==> src/rtl/ibex_dffram_arbiter.sv <==
// rtl/ibex_dffram_arbiter.sv - Ibex fetch/LSU arbiter onto a single-port DFFRAM macro.
// Optional DFFRAM_ARB_RR_EN: round-robin arbitration instead of fixed data-over-instr priority.
module ibex_dffram_arbiter #(
    parameter int          ADDR_W    = 12,
    parameter logic [31:0] BASE_ADDR = 32'h0000_0000
) (
    input  logic              CLK,
    input  logic              RST,

    input  logic              instr_req_i,
    output logic              instr_gnt_o,
    input  logic [31:0]       instr_addr_i,
    output logic              instr_rvalid_o,
    output logic [31:0]       instr_rdata_o,
    output logic              instr_err_o,

    input  logic              data_req_i,
    output logic              data_gnt_o,
    input  logic [31:0]       data_addr_i,
    input  logic              data_we_i,
    input  logic [3:0]        data_be_i,
    input  logic [31:0]       data_wdata_i,
    output logic              data_rvalid_o,
    output logic [31:0]       data_rdata_o,
    output logic              data_err_o,

    output logic              ram_en_o,
    output logic [3:0]        ram_we_o,
    output logic [ADDR_W-1:0] ram_a_o,
    output logic [31:0]       ram_di_o,
    input  logic [31:0]       ram_do_i
);

    localparam int TAG_LSB = ADDR_W + 2;

    typedef enum logic {
        PORT_INSTR = 1'b0,
        PORT_DATA  = 1'b1
    } port_e;

    logic  instr_in_range;
    logic  data_in_range;
    logic  data_prio;
    logic  grant_instr;
    logic  grant_data;
    logic  any_grant;
    port_e winner;
    logic  win_in_range;
    logic  win_write;

    logic  resp_valid_q, resp_valid_d;
    port_e resp_port_q,  resp_port_d;
    logic  resp_err_q,   resp_err_d;
    logic  resp_read_q,  resp_read_d;

    logic        sel_instr;
    logic        sel_data;
    logic [31:0] resp_rdata;

    // Byte-offset bits never select anything in a word-wide RAM.
    logic unused_addr_lsbs;
    assign unused_addr_lsbs = ^{instr_addr_i[1:0], data_addr_i[1:0]};

    assign instr_in_range = (instr_addr_i[31:TAG_LSB] == BASE_ADDR[31:TAG_LSB]);
    assign data_in_range  = (data_addr_i[31:TAG_LSB]  == BASE_ADDR[31:TAG_LSB]);

`ifdef DFFRAM_ARB_RR_EN
    port_e last_grant_q, last_grant_d;

    // On contention the port that did not win last time goes first.
    assign data_prio = (last_grant_q == PORT_INSTR);

    always_comb begin
        last_grant_d = last_grant_q;
        if (any_grant) begin
            last_grant_d = winner;
        end
    end

    always_ff @(posedge CLK or posedge RST) begin
        if (RST) begin
            last_grant_q <= PORT_DATA;
        end else begin
            last_grant_q <= last_grant_d;
        end
    end
`else
    assign data_prio = 1'b1;
`endif

    // Grants are held off during reset so the core never sees a handshake then.
    assign grant_data  = data_req_i & ~RST & (~instr_req_i | data_prio);
    assign grant_instr = instr_req_i & ~RST & ~grant_data;
    assign any_grant   = grant_instr | grant_data;
    assign winner      = grant_data ? PORT_DATA : PORT_INSTR;

    assign win_in_range = grant_data ? data_in_range : instr_in_range;
    assign win_write    = grant_data & data_we_i;

    always_comb begin
        ram_en_o = any_grant & win_in_range;
        ram_we_o = 4'b0000;
        if (any_grant && win_in_range && win_write) begin
            ram_we_o = data_be_i;
        end
        ram_a_o  = grant_instr ? instr_addr_i[TAG_LSB-1:2] : data_addr_i[TAG_LSB-1:2];
        ram_di_o = data_wdata_i;
    end

    assign instr_gnt_o = grant_instr;
    assign data_gnt_o  = grant_data;

    always_comb begin
        resp_valid_d = any_grant;
        resp_port_d  = winner;
        resp_read_d  = ~win_write;
        resp_err_d   = any_grant & ~win_in_range;
    end

    always_ff @(posedge CLK or posedge RST) begin
        if (RST) begin
            resp_valid_q <= 1'b0;
            resp_port_q  <= PORT_INSTR;
            resp_err_q   <= 1'b0;
            resp_read_q  <= 1'b0;
        end else begin
            resp_valid_q <= resp_valid_d;
            resp_port_q  <= resp_port_d;
            resp_err_q   <= resp_err_d;
            resp_read_q  <= resp_read_d;
        end
    end

    // Write and error responses carry no data; the RAM output is masked for them.
    assign sel_instr  = resp_valid_q & (resp_port_q == PORT_INSTR);
    assign sel_data   = resp_valid_q & (resp_port_q == PORT_DATA);
    assign resp_rdata = (resp_read_q && !resp_err_q) ? ram_do_i : 32'h0;

    assign instr_rvalid_o = sel_instr;
    assign instr_err_o    = sel_instr & resp_err_q;
    assign instr_rdata_o  = sel_instr ? resp_rdata : 32'h0;

    assign data_rvalid_o  = sel_data;
    assign data_err_o     = sel_data & resp_err_q;
    assign data_rdata_o   = sel_data ? resp_rdata : 32'h0;

endmodule

==> config.mk <==
export PLATFORM = sky130hd
export DESIGN_NAME = ibex_dffram_arbiter
export DESIGN_NICKNAME = d
export VERILOG_FILES = /design/src/rtl/ibex_dffram_arbiter.sv
export SDC_FILE = /design/constraint.sdc
export NUM_CORES = 1
export LEC_CHECK = 0
export BUFFER_PORTS_ARGS = -buffer_cell sky130_fd_sc_hd__buf_2
export CAP_MARGIN = 0
export CORE_AREA = 2 2 100 102
export CTS_BUF_LIST = sky130_fd_sc_hd__clkbuf_4 sky130_fd_sc_hd__clkbuf_8
export DETAILED_ROUTE_END_ITERATION = 16
export DIE_AREA = 0 0 102 104
export GPL_TIMING_DRIVEN = 0
export PLACE_DENSITY = 0.56
export SETUP_SLACK_MARGIN = 0.15
export SLEW_MARGIN = 20
export SYNTH_ARGS = -nofsm -noshare
export SYNTH_HDL_FRONTEND = slang
export SYNTH_SLANG_ARGS = --single-unit
export TNS_END_PERCENT = 30
==> constraint.sdc <==
create_clock -name CLK -period 2.8 [get_ports CLK]
set_clock_uncertainty 0.2 [all_clocks]
set_input_delay 0.42 -clock CLK [delete_from_list [all_inputs] [get_ports CLK]]
set_output_delay 0.42 -clock CLK [all_outputs]
set_load 0.02 [all_outputs]
* Word-level counts from Yosys, hierarchy flattened
Index checks and enable logic that the tools add are counted.
** Operators by class
- Reductions and logical operators :: 6
- Bitwise logic cells :: 16
- Mux-type cells :: 7
** Operator list (count)
- two-way mux 32 bit :: 3
- logical NOT 18 bit :: 2
- two-way mux 12 bit :: 1
- AND 1 bit :: 10
- NOT 1 bit :: 5
- two-way mux 4 bit :: 1
- logical AND 1 bit :: 3
- two-way mux 1 bit :: 2
- logical NOT 1 bit :: 1
- bitwise OR 1 bit :: 1
** Storage, ports and cells
- Register bits after elaboration :: 4
- Bits of input ports :: 137
- Word-level logic and storage cells :: 33
- Output and inout port bits :: 119

* Logic depth before layout (Yosys ltp)
- Depth after elaboration :: 8
- Depth in mapped cells :: 4

* Worst setup path after synthesis
Ideal clock, no wire load.
- Path kind :: input -> output
- Start point :: in instr_addr_i[17]
- End point :: out ram_we_o[0]
- Setup slack :: 0.362 ns
- Arrival :: 1.818 ns
- Stages on the path :: 4
- Path through :: or4_1 > or4_1 > o22ai_2 > and3_1
** On the way
- Cells in the longest elaborated chain, start to end :: 5
** Ends and longest elaborated chain
- start, declared :: RTL line 12 : input logic [31:0] instr_addr_i,
- logical NOT 18 bit :: RTL line 64 : assign instr_in_range = (instr_addr_i[31:TAG_LSB] == BASE_ADDR[31:TAG_LSB]);
- two-way mux 1 bit :: RTL line 97 : assign win_in_range = grant_data ? data_in_range : instr_in_range;
- logical AND 1 bit (2 in a row) :: RTL line 103 : if (any_grant && win_in_range && win_write) begin
- two-way mux 4 bit :: RTL line 103
- end, declared :: RTL line 28 : output logic [3:0] ram_we_o,
No other way between the ends.

* Final worst setup path
- Start point :: in instr_addr_i[17]
- End point :: out ram_we_o[3]
Same word-level chain as after synthesis.

==> reports/summary.log <==
INFO  floorplan      die_width=102um
INFO  pwr            power_density=201.7mW/mm^2
INFO  synthesis      synth_sequential_area_ratio=9.029%
INFO  finish         areaGrowthSynthToFinish=120.4%
INFO  sta            final_min_period_over_clock_period=93.84%
INFO  worst_setup_path timing.critical_path.buf_inv=2
INFO  worst_setup_path critical_path_required=2.18ns
INFO  drt            postRouteWirelength=5.143mm
INFO  finish         diodes=0
INFO  grt            grt_pass1_wl=7.348mm
INFO  sta            final_ws_setup=0.1725ns
INFO  pwr            gate_power_share=63.3%
INFO  drt            first_pass_iters=4
INFO  sta            finalSetupViolCount=0
INFO  sta            timing.slew.headroom=67.84%
INFO  place          worst_case_setup_slack_after_placement=0.1139ns
INFO  place          io_buffers=219
INFO  worst_setup_path worst_path_max_delay_cell=sky130_fd_sc_hd__or4_1
INFO  drt            vias=1824
INFO  worst_setup_path cp_cell_sequence=buf_2, or4_1, or4_4, o22ai_4, and3_1, buf_4
INFO  pwr            netSwitchingPower=189.2uW
INFO  floorplan      floorplan.die.height=104um
INFO  pwr            leakage=1.526nW
INFO  place          detailed_place.area=0.002371mm^2
INFO  synthesis      synth.cell_area=0.001109mm^2
INFO  grt            grt_pass1_vias=1637
INFO  sta            maxSlewViolCount=0
INFO  floorplan      placeableCoreArea=0.009549mm^2
INFO  sta            timing.final.hold_violations=0
INFO  cts            buffer_cell_driving_the_clock_tree_root=sky130_fd_sc_hd__clkbuf_8
INFO  grt            grt_start_max_net_pins=11
INFO  sta            fin_crit_period=2.628ns
INFO  worst_setup_path end_kind=primary output
INFO  pwr            clock_power_share=23.9%
INFO  pwr            seq_power_share=12.8%
INFO  pwr            p_int=303.7uW
INFO  cts            cts_sinks=4
INFO  floorplan      floorplan.rows=36
INFO  finish         stdcell_area=0.002444mm^2
INFO  grt            number_of_antenna_violations_at_the_first_check_in_global_routing=0
INFO  worst_setup_path worst-path-max-fanout=6
INFO  cts            h-tree-depth=1
INFO  worst_setup_path critical_path_arrival=2.01ns
INFO  finish         most_common_library_cell_in_the_layout_ignoring_fill_and_taps=sky130_fd_sc_hd__buf_2
INFO  sta            fmaxAchievable=380.6MHz
INFO  pwr            sw_frac_of_total=38.39%
INFO  synthesis      netlist_instances=152
INFO  synthesis      netlist-cell-type-count=18
INFO  synthesis      synth_warnings=0
INFO  status         run_status=complete, no violations
INFO  floorplan      initial_utilization=11.61%
INFO  cts            path_clk_slew=0.03ns
INFO  cts            cts-buffers-inserted=3
INFO  cts            tritoncts_clock_tree=yes
INFO  flow_run       max_cap_viol_count=0
INFO  synthesis      synth.avg_cell_area=7.293um^2
INFO  floorplan      ioPinCount=256
INFO  finish         fill_cells=1067
INFO  drt            ant_nets=0
INFO  grt            grt_overflow_total=0
INFO  pwr            peak_supply_drop=0.00009517V
INFO  drt            drt_drc_violations_left=0
INFO  drt            first_iter_violations=53
INFO  cts            cts_max_path_buffers=2
INFO  sta            hold-worst-slack=0.2667ns
INFO  sta            setup_total_negative_slack=0ns
INFO  pwr            power=493.0uW
INFO  place          gp_congestion=0.7308
INFO  worst_setup_path cp_slowest_stage_delay=0.51ns
INFO  sta            worstMarginPinSlew=0.4814ns
INFO  synthesis      synth_fp_nets=289
INFO  place          detailed_place_hpwl=4.791mm
INFO  finish         layout-drive-gt1-share=72.00%
INFO  finish         num-nets-final=514
INFO  sta            grt_setup_unrepaired=yes
INFO  worst_setup_path cp_top_family=simple AND/OR/NAND/NOR gates
INFO  finish         layout.cells.most_common_list=sky130_fd_sc_hd__buf_2, sky130_fd_sc_hd__and2_1, sky130_fd_sc_hd__buf_4, sky130_fd_sc_hd__mux2_2, sky130_fd_sc_hd__nor4_1
INFO  synthesis      postSynthRegisterBits=4
INFO  floorplan      floorplan.die_area=0.01061mm^2
INFO  min_path       hold_path_class=input pin to flop
INFO  drt            vias_per_cell=3.591
INFO  drt            wl_per_cell=10.12um
INFO  cts            post_cts_buffers=0
INFO  grt            grtUsageTotal=8.388%
INFO  worst_setup_path critPathLaunchType=input pin
INFO  worst_setup_path type_of_the_worst_setup_path=input pin to primary output
[cell type report]
type | instances | area, um^2 | share of cell area, %
repair buffers | 220 | 1116 | 45.67
multi-input cells | 107 | 744.5 | 30.47
plain buffers | 39 | 267.8 | 10.96
well taps | 133 | 166.4 | 6.810
flip-flops and latches | 4 | 100.1 | 4.096
clock buffers | 3 | 41.29 | 1.690
inverters | 2 | 7.507 | 0.3072
[power by group through the flow]
| stage | clock network (mW) | logic (mW) | registers (mW) |
|---|---|---|---|
| CTS | 0.122 | 0.316 | 0.0634 |
| finish | 0.118 | 0.312 | 0.0633 |
| global route | 0.126 | 0.338 | 0.0638 |
| detailed placement | 0 | 0.314 | 0.0640 |
| floorplan | 0 | 0.174 | 0.0632 |
| global placement | 0 | 0.311 | 0.0636 |
[metal layers]
layer,track usage (%),routed length [um],up-vias
li1,-,-,910
met1,8.255,1817,774
met2,17.62,2696,136
met3,1.008,586,4
met4,2.000,42,0
met5,0,0,-
[cell usage after synthesis]
library cell               instances  area, um^2
sky130_fd_sc_hd__dfrtp_1           4       100.1
sky130_fd_sc_hd__inv_1             2       7.510
sky130_fd_sc_hd__mux2_2           12       135.1
sky130_fd_sc_hd__and2_2            1       7.510
sky130_fd_sc_hd__and3_1            5       31.28
sky130_fd_sc_hd__nor3b_1           1       7.510
sky130_fd_sc_hd__and3b_1           2       17.52
sky130_fd_sc_hd__or4_1             2       15.01
sky130_fd_sc_hd__nor2_1            3       11.26
sky130_fd_sc_hd__buf_2             1       5.000
sky130_fd_sc_hd__nor3_1            1       5.000
sky130_fd_sc_hd__and2_1           67       419.2
sky130_fd_sc_hd__nor2b_1           2       12.51
sky130_fd_sc_hd__nand3_1           3       15.01
sky130_fd_sc_hd__nor4_1            7       43.79
sky130_fd_sc_hd__clkbuf_1          6       22.52
sky130_fd_sc_hd__o22ai_2           1       12.51
sky130_fd_sc_hd__buf_4            32       240.2
[registers in the layout, summed over array words and instances, names as in the netlist]
name          cells
resp_valid_q      1
resp_err_q        1
resp_read_q       1
resp_port_q       1
[what timing repair did]
item,CTS,global route
pin swaps,1,1
endpoints found under the setup margin,5,5
endpoints found under the hold margin,4,0
resized for setup,6,0
hold buffers,1,0
[final timing paths]
check                            startpoint  cells after the start           end
setup / recovery           instr_addr_i[17]                      6   ram_we_o[3]
hold / removal                          RST                      2    resp_err_q
max in group asynchronous               RST                      3  resp_valid_q
min in group asynchronous               RST                      3    resp_err_q
[kinds of logic after synthesis]
family,share of synthesized area (%)
mux,12.19
buf+inv,24.83
compound gates,1.128
simple gates,52.82
flops,9.030
[through the flow]
| stage | utilization [%] | std cells |
|---|---|---|
| after floorplan | - | 152 |
| after global placement | 24.83 | 504 |
| after detailed placement | 24.83 | 504 |
| after CTS | 25.59 | 508 |
| after global routing | 25.59 | 508 |
| final | 25.59 | 508 |
Power figures use the tool's default switching activity.
